`config.mk`:
```
export PLATFORM = sky130hd
export DESIGN_NAME = alu_seq
export DESIGN_NICKNAME = d
export VERILOG_FILES = /design/src/rtl/alu_seq.sv
export SDC_FILE = /design/constraint.sdc
export NUM_CORES = 1
export LEC_CHECK = 0
export ABC_AREA = 1
export CAP_MARGIN = 20
export CORE_UTILIZATION = 25
export CTS_CLUSTER_DIAMETER = 50
export DETAILED_ROUTE_END_ITERATION = 10
export HOLD_SLACK_MARGIN = 0.12
export PLACE_DENSITY = 0.43
export SYNTH_ARGS = -nofsm -noshare
export SYNTH_HDL_FRONTEND = slang
export SYNTH_SLANG_ARGS = --single-unit
```
`constraint.sdc`:
```
create_clock -name i_clk -period 6.9 [get_ports i_clk]
set_input_delay 1.725 -clock i_clk [delete_from_list [all_inputs] [get_ports i_clk]]
set_output_delay 1.725 -clock i_clk [all_outputs]
set_load 0.02 [all_outputs]
```
`src/rtl/alu_seq.sv`:
```
// Sequential ALU: most opcodes finish one edge after acceptance; MUL and DIV are
// iterative, one bit per clock. All outputs are registered and held between strobes.
module alu_seq #(
  parameter int WIDTH = 16,
  parameter int IMM_W = 8
) (
  input  logic               i_clk,
  input  logic               i_rst,
  input  logic               i_valid,
  output logic               o_ready,
  input  logic [4:0]         i_aluop,
  input  logic [WIDTH-1:0]   i_dataA,
  input  logic [WIDTH-1:0]   i_dataB,
  input  logic [IMM_W-1:0]   i_imm,
  output logic               o_valid,
  output logic [WIDTH-1:0]   o_dataResult,
  output logic               o_shldBranch,
  output logic [3:0]         o_flags
);

  localparam int SH_W = $clog2(WIDTH);
  localparam logic [SH_W-1:0] LAST_STEP = SH_W'(WIDTH - 1);

  typedef enum logic [1:0] {IDLE, MUL, DIV} state_t;

  state_t            state_reg;
  logic [WIDTH-1:0]  a_reg, b_reg;
  logic [3:0]        op_reg;
  logic              lsb_reg;
  logic [IMM_W-1:0]  imm_reg;
  logic              pend_reg;
  logic [SH_W-1:0]   cnt_reg;
  // Shared iteration registers: product high half / remainder, multiplier / quotient
  logic [WIDTH-1:0]  hi_reg, lo_reg;

  logic              valid_reg, branch_reg;
  logic [WIDTH-1:0]  result_reg;
  logic [3:0]        flags_reg;

  logic [WIDTH:0]    sum_next, dif_next;
  logic [WIDTH-1:0]  alu_res_next;
  logic              alu_c_next, alu_v_next, alu_br_next, alu_keep_next;
  logic              cmp_gt_next, cmp_lt_next;

  logic [WIDTH:0]    mul_sum_next;
  logic [WIDTH-1:0]  mul_hi_next, mul_lo_next, mul_res_next;
  logic [WIDTH:0]    rem_sh_next;
  logic              fits_next;
  logic [WIDTH-1:0]  rem_next, quo_next, div_res_next;

  assign o_ready      = (state_reg == IDLE);
  assign o_valid      = valid_reg;
  assign o_dataResult = result_reg;
  assign o_shldBranch = branch_reg;
  assign o_flags      = flags_reg;

  always_comb begin
    sum_next      = {1'b0, a_reg} + {1'b0, b_reg};
    dif_next      = {1'b0, a_reg} - {1'b0, b_reg};
    cmp_gt_next   = lsb_reg ? ($signed(a_reg) > $signed(b_reg)) : (a_reg > b_reg);
    cmp_lt_next   = lsb_reg ? ($signed(a_reg) < $signed(b_reg)) : (a_reg < b_reg);
    alu_res_next  = a_reg;
    alu_c_next    = 1'b0;
    alu_v_next    = 1'b0;
    alu_br_next   = 1'b0;
    alu_keep_next = 1'b0;
    case (op_reg)
      4'd0: begin
        alu_res_next = sum_next[WIDTH-1:0];
        alu_c_next   = sum_next[WIDTH];
        alu_v_next   = lsb_reg && (a_reg[WIDTH-1] == b_reg[WIDTH-1])
                       && (sum_next[WIDTH-1] != a_reg[WIDTH-1]);
      end
      4'd1: begin
        alu_res_next = dif_next[WIDTH-1:0];
        alu_c_next   = dif_next[WIDTH];
        alu_v_next   = lsb_reg && (a_reg[WIDTH-1] != b_reg[WIDTH-1])
                       && (dif_next[WIDTH-1] != a_reg[WIDTH-1]);
      end
      4'd2:  alu_res_next = a_reg | b_reg;
      4'd3:  alu_res_next = a_reg & b_reg;
      4'd4:  alu_res_next = a_reg ^ b_reg;
      4'd5:  alu_res_next = ~a_reg;
      4'd8:  alu_res_next = lsb_reg ? (WIDTH'(imm_reg) << (WIDTH - IMM_W)) : WIDTH'(imm_reg);
      4'd9: begin
        alu_res_next      = '0;
        alu_res_next[4:0] = {cmp_lt_next, cmp_gt_next, (b_reg == '0), (a_reg == '0), (a_reg == b_reg)};
        alu_keep_next     = 1'b1;
      end
      4'd10: alu_res_next = a_reg << b_reg[SH_W-1:0];
      4'd11: alu_res_next = a_reg >> b_reg[SH_W-1:0];
      4'd12: begin
        alu_res_next = lsb_reg ? a_reg : WIDTH'(imm_reg);
        alu_br_next  = 1'b1;
      end
      4'd13: begin
        alu_br_next   = b_reg[{lsb_reg, imm_reg[1:0]}];
        alu_keep_next = 1'b1;
      end
      default: alu_res_next = a_reg;
    endcase
  end

  // One shift-add step and one restoring-divide step per clock
  always_comb begin
    mul_sum_next = {1'b0, hi_reg} + (lo_reg[0] ? {1'b0, a_reg} : '0);
    mul_hi_next  = mul_sum_next[WIDTH:1];
    mul_lo_next  = {mul_sum_next[0], lo_reg[WIDTH-1:1]};
    mul_res_next = lsb_reg ? mul_hi_next : mul_lo_next;
    rem_sh_next  = {hi_reg, lo_reg[WIDTH-1]};
    fits_next    = (rem_sh_next >= {1'b0, b_reg});
    rem_next     = fits_next ? WIDTH'(rem_sh_next - {1'b0, b_reg}) : rem_sh_next[WIDTH-1:0];
    quo_next     = {lo_reg[WIDTH-2:0], fits_next};
    div_res_next = lsb_reg ? rem_next : quo_next;
  end

  always_ff @(posedge i_clk) begin
    if (i_rst) begin
      state_reg  <= IDLE;
      a_reg      <= '0;
      b_reg      <= '0;
      op_reg     <= '0;
      lsb_reg    <= 1'b0;
      imm_reg    <= '0;
      pend_reg   <= 1'b0;
      cnt_reg    <= '0;
      hi_reg     <= '0;
      lo_reg     <= '0;
      valid_reg  <= 1'b0;
      branch_reg <= 1'b0;
      result_reg <= '0;
      flags_reg  <= '0;
    end else begin
      valid_reg  <= 1'b0;
      branch_reg <= 1'b0;
      pend_reg   <= 1'b0;
      if (pend_reg) begin
        valid_reg  <= 1'b1;
        result_reg <= alu_res_next;
        branch_reg <= alu_br_next;
        if (!alu_keep_next)
          flags_reg <= {alu_v_next, alu_c_next, alu_res_next[WIDTH-1], (alu_res_next == '0)};
      end
      case (state_reg)
        IDLE: begin
          if (i_valid) begin
            a_reg   <= i_dataA;
            b_reg   <= i_dataB;
            op_reg  <= i_aluop[4:1];
            lsb_reg <= i_aluop[0];
            imm_reg <= i_imm;
            cnt_reg <= '0;
            if (i_aluop[4:1] == 4'd14) begin
              state_reg <= MUL;
              hi_reg    <= '0;
              lo_reg    <= i_dataB;
            end else if (i_aluop[4:1] == 4'd15) begin
              state_reg <= DIV;
              hi_reg    <= '0;
              lo_reg    <= i_dataA;
            end else begin
              pend_reg <= 1'b1;
            end
          end
        end
        MUL: begin
          hi_reg  <= mul_hi_next;
          lo_reg  <= mul_lo_next;
          cnt_reg <= cnt_reg + 1'b1;
          if (cnt_reg == LAST_STEP) begin
            state_reg  <= IDLE;
            valid_reg  <= 1'b1;
            result_reg <= mul_res_next;
            flags_reg  <= {2'b00, mul_res_next[WIDTH-1], (mul_res_next == '0)};
          end
        end
        DIV: begin
          hi_reg  <= rem_next;
          lo_reg  <= quo_next;
          cnt_reg <= cnt_reg + 1'b1;
          if (cnt_reg == LAST_STEP) begin
            state_reg  <= IDLE;
            valid_reg  <= 1'b1;
            result_reg <= div_res_next;
            flags_reg  <= {(b_reg == '0), 1'b0, div_res_next[WIDTH-1], (div_res_next == '0)};
          end
        end
        default: state_reg <= IDLE;
      endcase
    end
  end

endmodule
```
== Word-level counts from Yosys, hierarchy flattened ==
Cells that the tools add are included.
Storage, ports and cells
  flip-flop bits (word level): 106
  input bits: 48
  output and inout port bits: 23
  logic and storage cells: 122
Cells by class
  add/subtract/negate cells: 5
  $lt $le $gt $ge: 6
  eq/ne operators: 24
  shifts and indexed selects: 2
  muxes and demuxes: 43
  bitwise operators: 7
  reduce and logical (&&, ||, !) cells: 21
Operator list (number)
  $mux 16: 15
  $pmux 16 s11: 1
  $pmux 16 s3: 2
  $logic_not 16->1: 5
  $eq 4x4->1 const B: 9
  $add 16x16->17: 2
  $gt 16x16->1: 2
  $lt 16x16->1: 2
  $pmux 16 s2: 1
  $mux 4: 5
  $ge 17x16->1: 1
  $sub 16x16->17: 1
  $and 16x16->16: 1
  $eq 16x16->1: 1
  $not 16->16: 1
  $or 16x16->16: 1
  $pmux 4 s2: 2
  $shl 16x4->16: 1
  $shr 16x4->16: 1
  $sub 16x16->16: 1
  $xor 16x16->16: 1
  $eq 4x2->1 const B: 2
  $eq 4x3->1 const B: 2
  $mux 1: 8
  24 further kinds: 40

== Depth between registers and ports, before layout ==
  depth in word-level cells: 8
  mapped depth: 25
  gate-level depth less buffers: 24

== Worst setup path after synthesis ==
OpenSTA, ideal clock, no wires.
  path kind: input to register
  from: input port i_aluop[4]
  to: register hi_reg[2]
  library setup time: 0.071 ns
  data arrival time: 3.081 ns
  data required time: 6.829 ns
  path slack: 3.749 ns
  cell stages on the path: 9
  buffers on the path: 1
  path through: nand3_1 inv_1 a21oi_1 nor2_1 clkinv_1 nor2_1 clkbuf_1 nand2_1 a21oi_1
Between the ends
  word-level cells in the longest chain between the ends: 4
  elaborated cells between the ends (all ways): 7
  classes of those cells: 3 x eq/ne; 3 x mux; 1 x reduce/logical
RTL lines
  start, declared: RTL line 11  | input logic [4:0] i_aluop,
  $eq 4x4->1: RTL line 153  | if (i_aluop[4:1] == 4'd14) begin
  $mux 16: RTL line 153
  $mux 16: RTL line 146  | if (i_valid) begin
  $pmux 16 s3: RTL line 144  | case (state_reg)
  end signal, assigned: RTL line 167  | hi_reg <= mul_hi_next;
  end signal, assigned: RTL line 178  | hi_reg <= rem_next;
  end, declared: RTL line 34  | logic [WIDTH-1:0] hi_reg, lo_reg;
Parallel ways exist; a longest one is shown, timed or not. The select of a mux whose other input is x is not followed.
A chain may end at the register's enable or synchronous reset.

== Final worst setup path ==
  from: register b_reg[2]
  to: register flags_reg[0] (netlist: o_flags[0])
Between the ends
  word-level cells in the longest chain between the ends: 8
  elaborated cells between the ends (all ways): 27
  classes of those cells: 3 x add/sub; 5 x order compare; 1 x eq/ne; 2 x shift; 10 x mux; 3 x bitwise; 3 x reduce/logical
RTL lines
  start, declared: RTL line 27  | logic [WIDTH-1:0] a_reg, b_reg;
  start signal, assigned: RTL line 148  | b_reg <= i_dataB;
  $gt 16x16->1 / $lt 16x16->1 (equally long branches): RTL line 60, 61
  $mux 1, on equally long branches: RTL line 60, 61
  $pmux 16 s11: RTL line 67  | case (op_reg)
  $logic_not 16->1: RTL line 142  | flags_reg <= {alu_v_next, alu_c_next, alu_res_next[WIDTH-1], (alu_res_next == '0)};
  $mux 4: RTL line 141  | if (!alu_keep_next)
  $mux 4: RTL line 137  | if (pend_reg) begin
  $mux 4, on equally long branches: RTL line 181, 170
  $pmux 4 s2 (*): RTL line 144
  end signal, assigned: RTL line 142
  end signal, assigned: RTL line 174  | flags_reg <= {2'b00, mul_res_next[WIDTH-1], (mul_res_next == '0)};
  end signal, assigned: RTL line 185  | flags_reg <= {(b_reg == '0), 1'b0, div_res_next[WIDTH-1], (div_res_next == '0)};
  end, declared: RTL line 38  | logic [3:0] flags_reg;
Every way passes the cells marked *; elsewhere a longest branch is shown, timed or not.

==> flow_summary.yaml <==
route:
  wl_per_cell_um: 22.8
  drc: 0
  wl_um: 59600
  drtIter0Drc: 1507
  drt_pass1_iterations: 5
  antenna_left: 0
  vias_per_cell: 5.31
  num_vias: 13900
layout:
  final_common_cell: "nand2_1"
  seq_area_um2: 2120
  multiInputGateArea_um2: 8430
  final_cell_mix: "nand2_1 (496), nand3_1 (220), nor2_1 (197)"
  drive_above_1_share: 0.0478
  area_growth_pct: 12.4
  fin_nets: 2140
  fillers: 5367
  diodes: 0
grt:
  use_met3: 0.0195
  first_global_vias: 13500
  grt-ovfl-total: 0
  antenna_found_initial: 1
  use_met2: 0.425
  grt_use_met1: 0.324
  gr-max-usage-layer: "met2"
  grt_max_degree: 89
  grt_pass1_wl_um: 88200
  grt_usage: 0.249
cts:
  post_cts_resized: 0
  cts_setup_buffers: 0
  clockBufferDepth: 2
  clkSlewWorstSetupHoldPaths_ps: 80
  root_buffer: "clkbuf_16"
  clock_latency_ps: 380
  htree_levels: 3
  cts_tree: "built"
  cts_num_sinks: 106
  cts_buffers: 9
  hold_buffers: 0
pwr:
  power_density_nw_per_um2: 383
  cellLeakagePower_uw: 0.00595
  sw_frac_of_total: 0.597
  irDropWorstVdd_v: 0.000112
  cellInternalPower_uw: 2040
  pwr-share-clk: 0.110
  p_sw_uw: 3020
  pwr-share-comb: 0.683
  power.total_uw: 5070
  seq_power_share: 0.207
timing:
  fin_skew_ps: 10.3
  worst_pin_slew_ps: 972
  layout_min_cycle_time_ps: 4270
  setup_viol: 0
  tns_ps: 0
  fin_ws_ps: 2630
  rsz0062_at_grt: "no"
  finalHoldViolations: 0
  slew-limit-headroom: 0.349
  post-route-period-util: 0.619
  slew_violations: 0
  max_freq_mhz: 234
worst_setup_path:
  critPathMaxFanout: 22
  crit_arrival_ps: 4590
  crit_required_ps: 7220
  end_kind: "flip-flop"
  crit_type: "flip-flop to flip-flop"
  worstSetupStartpointType: "flip-flop"
floorplan:
  die_area_um2: 47900
  die_height_um: 219
  ios: 71
  die_w_um: 219
  core-area_um2: 46500
  rows: 79
  floorplan.initialDensity: 0.253
job:
  cap_violations: 0
synth:
  syn_inst: 1994
  ys.warnings.count: 0
  syn-num-nets: 2132
  synth_edf_count: 0
  ys_seq_elements: 106
  syn-cell-area_um2: 11800
  ys.flop_type: "dfxtp_1"
  synthDistinctLibCells: 60
  ys_async_sr_fraction: 0
  synth_area_per_cell_um2: 5.90
  yosysSeqAreaShare: 0.180
min_path:
  min_path_type: "flip-flop to flip-flop"
placed_design:
  place_ws_ps: 1890
  port_buffers: 70
  place.gp.congestion: 0.966
  detailed_place_hpwl_um: 48400
status:
  status: "complete, no violations"
[cell families (layout without fill, tap and decap cells)]
logic type | after synthesis | in the layout | synth area share
AO/OA/AOI/OAI | 459 | 459 | 0.223
XOR/XNOR | 24 | 24 | 0.0179
adder cells (fa/ha/maj) | 90 | 90 | 0.0983
buffers and inverters | 294 | 307 | 0.103
flip-flops | 106 | 106 | 0.180
AND/OR/NAND/NOR | 1021 | 1021 | 0.377
[path summary, 6_finish.rpt]
path / start / to / cells past startpoint / slack, ps
worst max register to register: b_reg[2]$_SDFFE_PP0P_ / o_flags[0]$_SDFF_PP0_ / 20 / 2630
worst min-delay path: imm_reg[7]$_SDFFE_PP0P_ / imm_reg[7]$_SDFFE_PP0P_ / 2 / 510
worst max-delay path: b_reg[2]$_SDFFE_PP0P_ / o_flags[0]$_SDFF_PP0_ / 20 / 2630
worst min register to register: imm_reg[7]$_SDFFE_PP0P_ / imm_reg[7]$_SDFFE_PP0P_ / 2 / 510
[layer usage]
| layer | part of all wire | up-vias |
|---|---|---|
| li1 | - | 6693 |
| met1 | 0.44 | 6633 |
| met2 | 0.48 | 460 |
| met3 | 0.046 | 104 |
| met4 | 0.037 | 0 |
| met5 | 0 | - |
[power groups by stage]
| stage | clock (µW) | combinational (µW) | sequential (µW) |
|---|---|---|---|
| floorplan | 0 | 2270 | 914 |
| global placement | 0 | 3390 | 1060 |
| detailed placement | 0 | 3370 | 1060 |
| CTS | 571 | 3390 | 1050 |
| global route | 596 | 3780 | 1060 |
| finish | 559 | 3460 | 1050 |
[metrics by stage]
stage	util	hold WS [ps]	cells	cell area [µm²]
after global placement	0.277	487	2596	12900
after global routing	0.285	557	2614	13200
after detailed placement	0.277	497	2596	12900
after CTS	0.284	509	2612	13200
after floorplan	-	445	1994	11800
final	0.285	507	2614	13200
[layout make-up]
| cell class | instances | share of cell area |
|---|---|---|
| multi-input combinational | 1594 | 0.638 |
| sequential | 106 | 0.161 |
| timing repair buffer | 86 | 0.0636 |
| inverter | 205 | 0.0582 |
| tap | 607 | 0.0574 |
| clock buffer | 11 | 0.0176 |
| clock inverter | 5 | 0.00483 |
[worst max-delay path, cell delays in order (launching register included)]
cell	delay (ps)
dfxtp_1	760
inv_1	620
ha_1	760
inv_1	110
nand3_1	110
nand2_1	130
nand2_1	120
nand2_1	120
a21oi_2	240
inv_1	100
nand2_1	90
nand3_1	70
nand3_1	100
nand4_1	210
nand2_1	220
nand2_1	70
inv_1	50
nand3_1	70
nand2_1	60
nand2_1	50
a21oi_2	140
[synth_stat cells (11+ instances only)]
cell type  count  share of area
nor2_1       198          0.063
o22ai_1       13         0.0069
a21oi_1      156          0.066
nor3_1        14         0.0060
nand2_1      497           0.16
nand3b_1      11         0.0070
o21bai_1      11         0.0070
xor2_1        13         0.0097
nand2_2       15         0.0080
a31oi_1       18         0.0096
dfxtp_1      106           0.18
a22oi_1       17          0.011
xnor2_1       11         0.0082
ha_1          86          0.091
or2_2         11         0.0058
o211ai_1      25          0.016
nand4_1       28          0.015
nand3_1      220          0.094
buf_2         28          0.012
clkbuf_1      46          0.015
o21ai_0      166          0.071
inv_1        194          0.062
No activity file was read; power rests on OpenSTA's default activity.
